File: src/rtl/vroom_rom_arbiter.sv
// vroom_rom_arbiter
// -----------------
// Shares the single-port on-chip ROM (word addressed, one-cycle read latency)
// between the CPU instruction-fetch master (i_*) and the CPU data/debug master
// (d_*). Both masters are Avalon-MM pipelined; the ROM is an Avalon-MM slave.
//
// At most one access is granted per cycle. The grant is combinational in the
// request cycle, so a lone requester never waits. Under contention the data
// port wins until it has taken MAX_CONSEC grants in a row while the
// instruction port was waiting; the instruction port then gets the next slot.
// Read data returns one cycle after acceptance, tagged to the owning port.
//
// Ports
//   clk, reset         : system clock, synchronous active-high reset
//   i_address/i_read   : instruction fetch request
//   i_waitrequest      : instruction request not accepted this cycle
//   i_readdata/valid   : instruction read response
//   d_address          : data/debug word address
//   d_read/d_write     : data read/write requests (both high means write)
//   d_byteenable       : write byte lanes
//   d_writedata        : write data
//   d_debugaccess      : debug qualifier, ROM commits writes only when set
//   d_waitrequest      : data request not accepted this cycle
//   d_readdata/valid   : data read response
//   rom_*              : ROM slave command (address, chipselect, write,
//                        byteenable, writedata, debugaccess, clken)
//   rom_readdata       : ROM output, valid the cycle after the address edge

module vroom_rom_arbiter #(
   parameter int unsigned ADDR_W     = 15,
   parameter int unsigned DATA_W     = 32,
   parameter int unsigned MAX_CONSEC = 4
) (
   input  logic                clk,
   input  logic                reset,

   // Instruction-fetch master
   input  logic [ADDR_W-1:0]   i_address,
   input  logic                i_read,
   output logic                i_waitrequest,
   output logic [DATA_W-1:0]   i_readdata,
   output logic                i_readdatavalid,

   // Data/debug master
   input  logic [ADDR_W-1:0]   d_address,
   input  logic                d_read,
   input  logic                d_write,
   input  logic [DATA_W/8-1:0] d_byteenable,
   input  logic [DATA_W-1:0]   d_writedata,
   input  logic                d_debugaccess,
   output logic                d_waitrequest,
   output logic [DATA_W-1:0]   d_readdata,
   output logic                d_readdatavalid,

   // ROM slave
   output logic [ADDR_W-1:0]   rom_address,
   output logic                rom_chipselect,
   output logic                rom_write,
   output logic [DATA_W/8-1:0] rom_byteenable,
   output logic [DATA_W-1:0]   rom_writedata,
   output logic                rom_debugaccess,
   output logic                rom_clken,
   input  logic [DATA_W-1:0]   rom_readdata
);

   localparam int unsigned BE_W      = DATA_W / 8;
   localparam logic [3:0]  MaxConsec = 4'(MAX_CONSEC);

   // ------------------------------------------------------------------------
   // Request decode and grant
   // ------------------------------------------------------------------------
   logic i_req;
   logic d_req;
   logic starve_hit;
   logic grant_i;
   logic grant_d;
   logic grant_any;
   logic d_wr_grant;

   logic [3:0] starve_q, starve_d;
   logic       rsp_vld_q, rsp_vld_d;
   logic       rsp_own_q, rsp_own_d;   // 0 = instruction, 1 = data

   always_comb begin
      i_req      = i_read;
      // A simultaneous read and write is treated as a write.
      d_req      = d_read | d_write;
      starve_hit = (starve_q == MaxConsec);

      // Data has priority unless the fetch port has waited MAX_CONSEC slots.
      grant_d    = ~reset & d_req & (~i_req | ~starve_hit);
      grant_i    = ~reset & i_req & ~grant_d;
      grant_any  = grant_i | grant_d;
      d_wr_grant = grant_d & d_write;
   end

   // ------------------------------------------------------------------------
   // Master handshakes
   // ------------------------------------------------------------------------
   always_comb begin
      // An idle port sees waitrequest low; during reset nothing is accepted.
      i_waitrequest = reset | (i_req & ~grant_i);
      d_waitrequest = reset | (d_req & ~grant_d);
   end

   // ------------------------------------------------------------------------
   // ROM command
   // ------------------------------------------------------------------------
   always_comb begin
      rom_chipselect  = grant_any;
      rom_address     = grant_d ? d_address : i_address;
      rom_write       = d_wr_grant;
      rom_byteenable  = d_wr_grant ? d_byteenable : {BE_W{1'b1}};
      rom_writedata   = d_writedata;
      rom_debugaccess = grant_d & d_debugaccess;
      rom_clken       = 1'b1;
   end

   // ------------------------------------------------------------------------
   // Starvation counter: consecutive data grants while the fetch port waits
   // ------------------------------------------------------------------------
   always_comb begin
      starve_d = starve_q;
      if (!i_req || grant_i) begin
         starve_d = 4'd0;
      end else if (grant_d && !starve_hit) begin
         starve_d = starve_q + 4'd1;
      end
   end

   // ------------------------------------------------------------------------
   // Response pipeline: one entry is enough since read latency is one cycle
   // ------------------------------------------------------------------------
   always_comb begin
      rsp_vld_d = grant_i | (grant_d & ~d_write);
      rsp_own_d = grant_d;
   end

   always_ff @(posedge clk) begin
      if (reset) begin
         starve_q  <= 4'd0;
         rsp_vld_q <= 1'b0;
         rsp_own_q <= 1'b0;
      end else begin
         starve_q  <= starve_d;
         rsp_vld_q <= rsp_vld_d;
         rsp_own_q <= rsp_own_d;
      end
   end

   // ------------------------------------------------------------------------
   // Read responses
   // ------------------------------------------------------------------------
   always_comb begin
      // Reset arriving in the response cycle drops the pending response.
      i_readdatavalid = ~reset & rsp_vld_q & ~rsp_own_q;
      d_readdatavalid = ~reset & rsp_vld_q &  rsp_own_q;
      i_readdata      = rom_readdata;
      d_readdata      = rom_readdata;
   end

   // ------------------------------------------------------------------------
   // Invariants
   // ------------------------------------------------------------------------
   grant_onehot_a : assert property (@(posedge clk) !(grant_i && grant_d));
   starve_range_a : assert property (@(posedge clk) disable iff (reset)
                                     starve_q <= MaxConsec);
   rsp_onehot_a   : assert property (@(posedge clk)
                                     !(i_readdatavalid && d_readdatavalid));

endmodule
File: config.mk
export PLATFORM = sky130hd
export DESIGN_NAME = vroom_rom_arbiter
export DESIGN_NICKNAME = d
export VERILOG_FILES = /design/src/rtl/vroom_rom_arbiter.sv
export SDC_FILE = /design/constraint.sdc
export NUM_CORES = 1
export LEC_CHECK = 0
export CAP_MARGIN = 25
export CORE_AREA = 2 2 88 90
export CTS_CLUSTER_DIAMETER = 200
export DETAILED_ROUTE_END_ITERATION = 12
export DIE_AREA = 0 0 90 92
export HOLD_SLACK_MARGIN = 0.1
export PLACE_DENSITY = 0.71
export SLEW_MARGIN = 20
export SYNTH_ARGS = -nofsm -noshare
export SYNTH_HDL_FRONTEND = slang
export SYNTH_SLANG_ARGS = --single-unit
File: constraint.sdc
create_clock -name clk -period 3.45 [get_ports clk]
set_input_delay 1.035 -clock clk [delete_from_list [all_inputs] [get_ports clk]]
set_output_delay 1.035 -clock clk [all_outputs]
set_load 0.05 [all_outputs]
# == Yosys cells after proc, flatten, opt, wreduce, memory -nomap -nowiden ==
# Index checks and enable logic that the tools add are counted.
# Widths: inputs -> output; s select.
# totals
in_bits,104
wordCells,37
romBits,0
n_memories,0
mem_bits_rw,0
reg_bits,6
latch_bits,0
output_inout_bits,123
# classes
n_mul,0
bitwise_logic,25
addsub,1
shift,0
eq_ne,1
magnitude_cmp,0
n_reduce_logical,5
div,0
mux,2
# op_table
cell,n
$mux 15,1
$and 1x1->1,12
$not 1->1,7
$or 1x1->1,6
$add 4x1->4 const B,1
$eq 4x3->1 const B,1
$mux 4,1
$logic_not 1->1,2
$reduce_or 2->1,1
$logic_and 1x1->1,1
$logic_or 1x1->1,1

# == Longest topological paths before layout ==
# Gate-level depths: netlist of the first run.
# logic_depth
depth_word,9
mapped_depth,6
mapped_depth_nobuf,5

# == Worst setup path before layout of the first run ==
# No wires, ideal clock.
# synth_path
path_type,input to output
startpoint,in reset
endpoint,out rom_byteenable[0]
slack_ns,-0.198
cell_stages,3
n_path_buf,1
arrival_ns,2.613
required_time_ns,2.415
path_cell_list,clkbuf_1 -> nor3b_2 -> nand2b_1
# synth_via
elab_chain_cells,5
# synth_rtl
item,line,rtl
from (decl),35,"input logic reset,"
$not 1->1,91,grant_d = ~reset & d_req & (~i_req | ~starve_hit);
$and 1x1->1 (2 in series),91,
$and 1x1->1,94,d_wr_grant = grant_d & d_write;
named net rom_write,58,"output logic rom_write,"
$mux 4,113,rom_byteenable = d_wr_grant ? d_byteenable : {BE_W{1'b1}};
to (decl),59,"output logic [DATA_W/8-1:0] rom_byteenable,"
# The timed path passes the listed nets, and every way through them passes these cells.

# == Worst setup path after layout of the first run ==
# layout_path
startpoint,in i_read
endpoint,out rom_address[9]
# layout_via
elab_chain_cells,4
# layout_rtl
item,line,rtl
from (decl),39,"input logic i_read,"
$not 1->1,91,
$or 1x1->1,91,
$and 1x1->1,91,
$mux 15,111,rom_address = grant_d ? d_address : i_address;
to (decl),56,"output logic [ADDR_W-1:0] rom_address,"
# Every way passes these cells.

==> impl_summary.md, run 1 <==
Outcome
The run finished with clean final reports.

Final layout
Fill cells in the final layout number 821. The area of all placed cells without fillers is 1657 um^2. The multi-input gate area in the final layout is 454.2 um^2. The count of nets after finishing is 246. The layout-stage area growth over the synthesis result is 25.26%. Leaving out fill and tap cells, the most frequent cells in the layout are clkdlybuf4s50_1 (35), buf_4 (18), buf_12 (17). The most common cell after layout, fill and taps aside is clkdlybuf4s50_1.

The sequential cells in the finished layout cover a total of 120.1 um^2. In the final layout, the share of cells above drive strength 1 is 0.4493.

Logic synthesis
The main combinational cell family by area after synthesis is buffers and inverters. For this run, asynchronously set or reset flops after synthesis account for 0. Of the total synthesized cell area, the portion taken by XOR and XNOR cells is 0. Averaged over all synthesized cells, the footprint is 8.370 um^2. The compound-gate portion of the synthesized area is 0.02271.

The post-synthesis register bit count is 6. The number of warning messages in the yosys log is 0. Synthesis instantiated 27 different standard cells from the library. Synthesis produced 158 cells. The netlist area before placement is 1323 um^2. The share of the Yosys chip area taken by registers is 0.09082. The number of nets produced by synthesis is 264. Of the total synthesized cell area, the portion taken by AND, OR, NAND and NOR gates is 0.1277. The number of enable-type register cells in the synthesized netlist is 0. The proportion of synthesized area in mux cells is 0.1608. Of the total synthesized cell area, the portion taken by full adders, half adders and majority gates is 0.01892. The leading register cell type out of synthesis is dfxtp_1.

Setup path
The reg-to-reg critical path endpoint is rsp_vld_q. The slowest stage of the critical path is the mux2_4 cell. The worst register-to-register path begins at starve_q[0].

The worst setup path is captured at a primary output. In this run the worst setup path begins at i_read. The worst reg2reg path depth is 7. Traced cell by cell, the critical path runs through buf_2 -> and4b_4 -> nor3_4 -> buf_6 -> buf_16 -> mux2_4 -> buf_12. The kind of start point of the critical path is a primary input. STA puts the critical path data arrival time at 2340 ps. The setup check on the worst reg-to-reg path leaves a slack of 1850 ps. The peak fanout along the critical path is 8.

The critical path ends at rom_address[9]. STA puts the critical path data required time at 2410 ps. On the worst path, the slowest cell contributes a delay of 310 ps.

The type of the worst setup path is primary input to primary output.

Clocking
The number of buffers added by the clock tree synthesis step is 3. TritonCTS built the clock tree. The buffer cell driving the clock tree root is clkbuf_8. The maximum clock path buffer count is 2. The maximum level of the CTS H-tree is 1.

CTS saw 6 sinks. The worst-skew pair later-pin latency is 220 ps. After clock tree synthesis, the clock-pin slew on the worst setup and hold paths is 40 ps.

Power
For this design the ratio of total power to cell area is 267.6 nW/um^2. The static leakage is 0.6896 nW. Across the VDD grid, the largest voltage drop is 0.00007662 V.

Global routing
The number of antenna violations at the first check in global routing is 1. In the global route stage, overall resource usage came out at 0.07034. The first global-routing pass estimated 4409 um of wire. The number of global-route vias before repair is 894. After global routing the overflow that remains totals 0. The largest net degree at the start of global routing is 9.

Detailed routing
The total met3 wirelength after detailed routing is 406 um. Detailed routing placed a total of 1621 um of wire on met2. The number of vias in the routed layout is 826. The via density per instance is 3.427. The first TritonRoute pass finished after 2 iterations. The count of unresolved DRC violations after routing is 0. After detailed routing, the total wire length is 3117 um. The initial DRC count is 7.

The count of nets left with antenna violations once routing finished came out at 0. In this run the top signal layer used is met4. The detailed router put a total of 823 um of wire on met1. The average wire length per cell after detail routing is 12.93 um.

Die
In this run the horizontal extent of the chip is 90 um. The effective utilization at floorplan is 0.1776. The die is 92 um tall. In this run the count of I/O pins placed on the die edge is 227. The floorplan row count is 32.

The die covers 8280 um^2. The region available for standard cell placement spans 7447 um^2.

STA
The final worst-path cycle share is 0.9773. The upper clock frequency limit is 296.6 MHz. Across all setup checks in the final design, the least slack found is 78.21 ps. Setup violations remaining at the end of the flow were counted as 0. Setup repair after global routing left no endpoint under its margin. The number of failing hold endpoints at the final stage is 0.

After layout, the minimum clock period comes to 3372 ps. The minimum hold slack is 470.4 ps. The worst setup skew after layout is 0.7238 ps.

The final-report max-slew violation count is 0.

Worst hold path
The type of the most critical hold path is flop to flop.

Place
The port buffer count is 65. Routability-driven placement finished with a final weighted congestion of 0.6574. The HPWL after detailed placement is 2561 um. OpenSTA, run right after detailed placement, puts the worst setup slack at -211.0 ps. The area after detailed placement is 1573 um^2.

Job
The tool flagged a number of max-cap violations equal to 0.
-- worst max-delay path, delay by kind of cell --
family                 cells  cell delay [ps]
buffers and inverters      4              530
AND/OR/NAND/NOR            2              450
multiplexers               1              310
-- sequential cells by signal, indices dropped and copies added, names as in the netlist --
name,cells
starve_q,4
rsp_own_q,1
rsp_vld_q,1
-- final cells by class --
| type | instances | share of cell area |
|---|---|---|
| Tap cell | 102 | 0.07704 |
| Sequential cell | 6 | 0.07251 |
| Multi-Input combinational cell | 49 | 0.2742 |
| Timing Repair Buffer | 76 | 0.5408 |
| Clock buffer | 3 | 0.02492 |
| Inverter | 4 | 0.009063 |
| Antenna cell | 1 | 0.001511 |
-- worst min-delay path by stage --
stage / end / slack (ps) / startpoint / depth (start not counted)
final: starve_q[0] / 470 / starve_q[0] / 1
after global routing: starve_q[0] / 490 / starve_q[0] / 1
after CTS: starve_q[0] / 480 / starve_q[0] / 1
after detailed placement: starve_q[0] / 470 / starve_q[0] / 1
after global placement: starve_q[0] / 450 / starve_q[0] / 1
after floorplan: starve_q[0] / 430 / starve_q[0] / 1
-- timing repair --
item / CTS / global route
hold buffers: 0 / 0
setup buffers: 2 / 0
gates resized for setup: 10 / 0
setup endpoints to repair: 16 / 0
-- cells by family (layout without fill, tap and decap cells) --
| family | after synthesis | after routing |
|---|---|---|
| compound gates | 4 | 4 |
| fa+ha+maj | 2 | 2 |
| flops | 6 | 6 |
| buf+inv | 103 | 83 |
| mux | 16 | 16 |
| other cells | 1 | 2 |
| simple gates | 26 | 26 |
-- metrics by stage --
step | setup TNS (ps) | utilization | cells | total power, mW
5_1_grt | 0 | 0.2224 | 241 | 0.4617
3_5_place_dp | -2464 | 0.2112 | 234 | 0.3321
4_1_cts | 0 | 0.2221 | 240 | 0.4524
3_3_place_gp | -2380 | 0.2112 | 234 | 0.3294
6_report | 0 | 0.2224 | 241 | 0.4433
2_1_floorplan | 0 | - | 158 | 0.5012
-- power breakdown --
group / switching [mW] / leakage, nW / internal (mW)
Clock: 0.0324 / 0.0216 / 0.0751
Combinational: 0.125 / 0.619 / 0.137
Sequential: 0.00160 / 0.0492 / 0.0724
Total: 0.159 / 0.690 / 0.285
-- Yosys cell counts (2+ instances only) --
cell      number  area (um^2)
buf_4         97        728.2
mux2_4         9        135.1
nor2_1         7        26.28
dfxtp_1        6        120.1
mux2_2         6        67.56
nand2b_1       6        37.54
inv_1          4        15.01
ha_1           2        25.02
nor2b_1        2        12.51
nor3_1         2        10.01
-- routing by layer --
layer	global-route usage	vias to the layer above
li1	-	365
met1	0.05027	352
met2	0.1266	57
met3	0.02629	52
met4	0.08974	0
met5	0	-
(Power assumes the default switching activity.)
==> inputs of run 2 (changes only) <==
==> constraint.sdc (replaced) <==
create_clock -name clk -period 3.2 [get_ports clk]
set_input_delay 0.96 -clock clk [delete_from_list [all_inputs] [get_ports clk]]
set_output_delay 0.96 -clock clk [all_outputs]
set_load 0.05 [all_outputs]
==> run 2 against run 1 <==
Against the previous run: cell area fell by 1.4%; combinational power rose by 6%; setup slack worse by 27 ps; global-route usage shrank 0.23 points; clock skew up 0.76 ps; total power increased by 5.6%; final cell count fell by 0.83%; clock-buffer cell count unchanged; routed wire length is 7.3% lower; sequential share of layout area increased by 0.11 points; register-to-register slack worse by 270 ps; largest cell class unchanged; largest power group unchanged; highest routed layer unchanged.
==> impl_summary.md, run 2 (synthesized netlist as in run 1, its figures left out) <==
STA
The number of failing hold endpoints at the final stage is 0 (unchanged). The final-report max-slew violation count is 0 (unchanged). The setup violation total in the final timing report is 0 (unchanged). The final worst-path cycle share is 0.9840. The total negative setup slack is 0 ps (unchanged).

For the finished layout, the period the worst path requires is 3149 ps. The worst setup skew after layout came to 1.487 ps (+0.7636 ps). Setup repair after global routing left no endpoint under its margin. The minimum hold slack was 462.0 ps (-8.370 ps).

Static timing analysis puts the maximum clock frequency at 317.6 MHz.

Final layout
The largest registers in the layout are starve_q x4, rsp_own_q x1, rsp_vld_q x1. The number of flip-flops in the largest register is 4 (unchanged). starve_q holds more flip-flops than any other register. The ratio of cells with drive above 1 in the final layout is 0.4453 (-0.004020). The total inserted antenna cells is 0 (-1). The core utilization of the finished layout was 0.2193 (-0.003192).

Leaving out fill and tap cells, the most frequent cell in the layout is clkdlybuf4s50_1. The library cells used most frequently in the layout, excluding fill and tap cells, are clkdlybuf4s50_1 (35), buf_4 (18), buf_12 (17). Relative to the synthesized area, the layout overhead comes to 23.46%. The count of nets after finishing is 245 (-0.41%).

Detailed routing
The average wire length per cell after detail routing was 12.09 um (-6.5%). The number of vias in the routed layout is 829 (+0.36%). The highest metal layer used by the detailed router is met4. The count of TritonRoute iterations in the first routing pass is 3 (+1). The total met2 wirelength after detailed routing is 1584 um (-2.3%).

The total length of routed wires is 2890 um (-7.3%). The count of unresolved DRC violations after routing is 0 (unchanged). The final antenna-violating net count was 0 (unchanged).

The initial DRC count is 15 (+8). The total met3 wirelength after detailed routing is 357 um (-12%). The via density per instance came to 3.469 (+1.2%). The wire length the detailed router placed on met1 was 796 um (-3.3%).

Clocking
The number of sinks driven by the clock tree is 6 (unchanged). The number of buffers added by the clock tree synthesis step is 3 (unchanged). The clock input transition at the sequential cells of the worst setup and hold paths is 30 ps (about the same). The worst-skew pair later-pin latency is 220 ps (about the same). The maximum level of the CTS H-tree is 1 (unchanged). The maximum clock path buffer count is 2 (unchanged). The buffer cell driving the clock tree root is clkbuf_8. The clock tree from TritonCTS is built.

Power
The sequential share of power is 0.171 (+0.004). The fraction of power consumed by the clock network is 0.237 (-0.006). The net load switching power is 0.1651 mW (+4.0%). The static leakage is 0.6792 nW (-1.5%).

The worst vdd rail ir drop is 0.00009398 V (+23%). The total design power is 0.4680 mW (+5.6%). The power per cell area is 286.6 nW/um^2 (+7.1%). The switching power share of the total is 0.3529 (-0.005365). The share of total power in combinational logic was 0.593 (+0.003). The total internal power is 0.3028 mW (+6.4%).

Setup path
Walking the worst path, the cells encountered are dlygate4sd2_1 -> nor3_4 -> buf_12 -> mux2_2 -> buf_4. The beginning of the worst register-to-register path is starve_q[0]. The arrival time at the worst endpoint is 2190 ps (-150 ps). The worst reg2reg path depth is 7 (unchanged). The endpoint identified for the worst register-to-register timing path is rsp_vld_q. The reg2reg setup slack is 1580 ps (-270 ps). The critical path capture point type is a primary output. The peak fanout along the critical path is 8 (unchanged).

The kind of start point of the critical path is a primary input. The required time of the critical path is 2240 ps (-170 ps). The stage delay of the slowest cell on the critical path is 340 ps (+30 ps). The worst setup path is of the primary input to primary output kind. The cell at the slowest stage of the critical path is mux2_2.

Outcome
The flow ran to the end, and the final reports show no timing, DRC or antenna violations.

Die
The floorplan row count is 32 (unchanged). The chip height is 92 um (unchanged). The effective utilization at floorplan is 0.1776 (unchanged). The overall die area is 8280 um^2 (unchanged). The area of the placeable core is 7447 um^2 (unchanged). The chip width is 90 um (unchanged). The I/O pin total was 227 (unchanged).

Worst hold path
The startpoint of the tightest hold check path is starve_q[0]. The instance count along the most critical hold path came to 1 (unchanged). For hold timing, the worst endpoint is starve_q[0].

The type of the most critical hold path is flop to flop.

Place
The HPWL after detailed placement was 2398 um (-6.4%). The weighted congestion at the end of routability-driven global placement is 0.6928 (+5.4%). The port buffer count is 65 (unchanged).

Global routing
The total global routing overflow is 0 (unchanged). The overall routing resource usage is 0.06806 (-0.002281). The largest net degree at the start of global routing is 9 (unchanged). The first-pass GRT wire length was 4436 um (+0.61%).

The number of global-route vias before repair is 910 (+1.8%). The number of antenna violations at the first check in global routing is 0 (-1).

Job
The max-capacitance violation count was 0 (unchanged).
[run 2: changes by cell type in the layout (fill, tap and decap cells not counted)]
cell | previous run | this run
buf_6 | 1 | 2
buf_2 | 1 | 0
buf_16 | 1 | 0
diode_2 | 1 | 0
[run 2: worst max path at each step]
| stage | cells after the start | endpoint | startpoint |
|---|---|---|---|
| detailed placement | 6 | rom_address[10] | i_read |
| global placement | 6 | rom_address[13] | i_read |
| CTS | 7 | rom_address[5] | i_read |
| finish | 5 | rom_address[10] | reset |
| global route | 5 | rom_address[13] | reset |
| floorplan | 3 | rom_byteenable[0] | reset |
[run 2: power groups by stage]
stage	Combinational [mW]	Clock, mW	Sequential [mW]
2_1_floorplan	0.460	0	0.0805
3_3_place_gp	0.274	0	0.0808
3_5_place_dp	0.276	0	0.0810
4_1_cts	0.285	0.116	0.0799
5_1_grt	0.289	0.121	0.0802
6_report	0.277	0.111	0.0799
[run 2: layout make-up]
type	instances	area, um^2
Timing Repair Buffer	75	874.6
Clock buffer	3	41.29
Multi-Input combinational cell	49	454.2
Sequential cell	6	120.1
Fill cell	828	5814
Tap cell	102	127.6
Inverter	4	15.01
[run 2: per-stage QoR]
step,cell area [um^2],instances,setup WS [ps]
floorplan,1334,158,-11.55
CTS,1660,240,-22.09
global route,1633,239,12.12
detailed placement,1573,234,-312.6
global placement,1573,234,-289.0
finish,1633,239,51.28
[run 2: worst max-delay path: cells and delay by family]
family	cells	cell delay, ps
buffers and inverters	3	630
muxes	1	340
and+or+nand+nor	1	260
[run 2: layer usage]
metal | GRT usage | vias up
met5 | 0 | -
met4 | 0.05513 | 0
met3 | 0.02876 | 34
met2 | 0.1291 | 73
met1 | 0.05370 | 357
li1 | - | 365
[run 2: what timing repair did]
action / in CTS / in global routing
endpoints found under the setup margin: 21 / 8
pin swaps: 1 / 1
setup buffers: 2 / 0
gates resized for setup: 11 / 0
hold buffers: 0 / 0
endpoints found under the hold margin: 0 / 0
gates cloned: 1 / 0
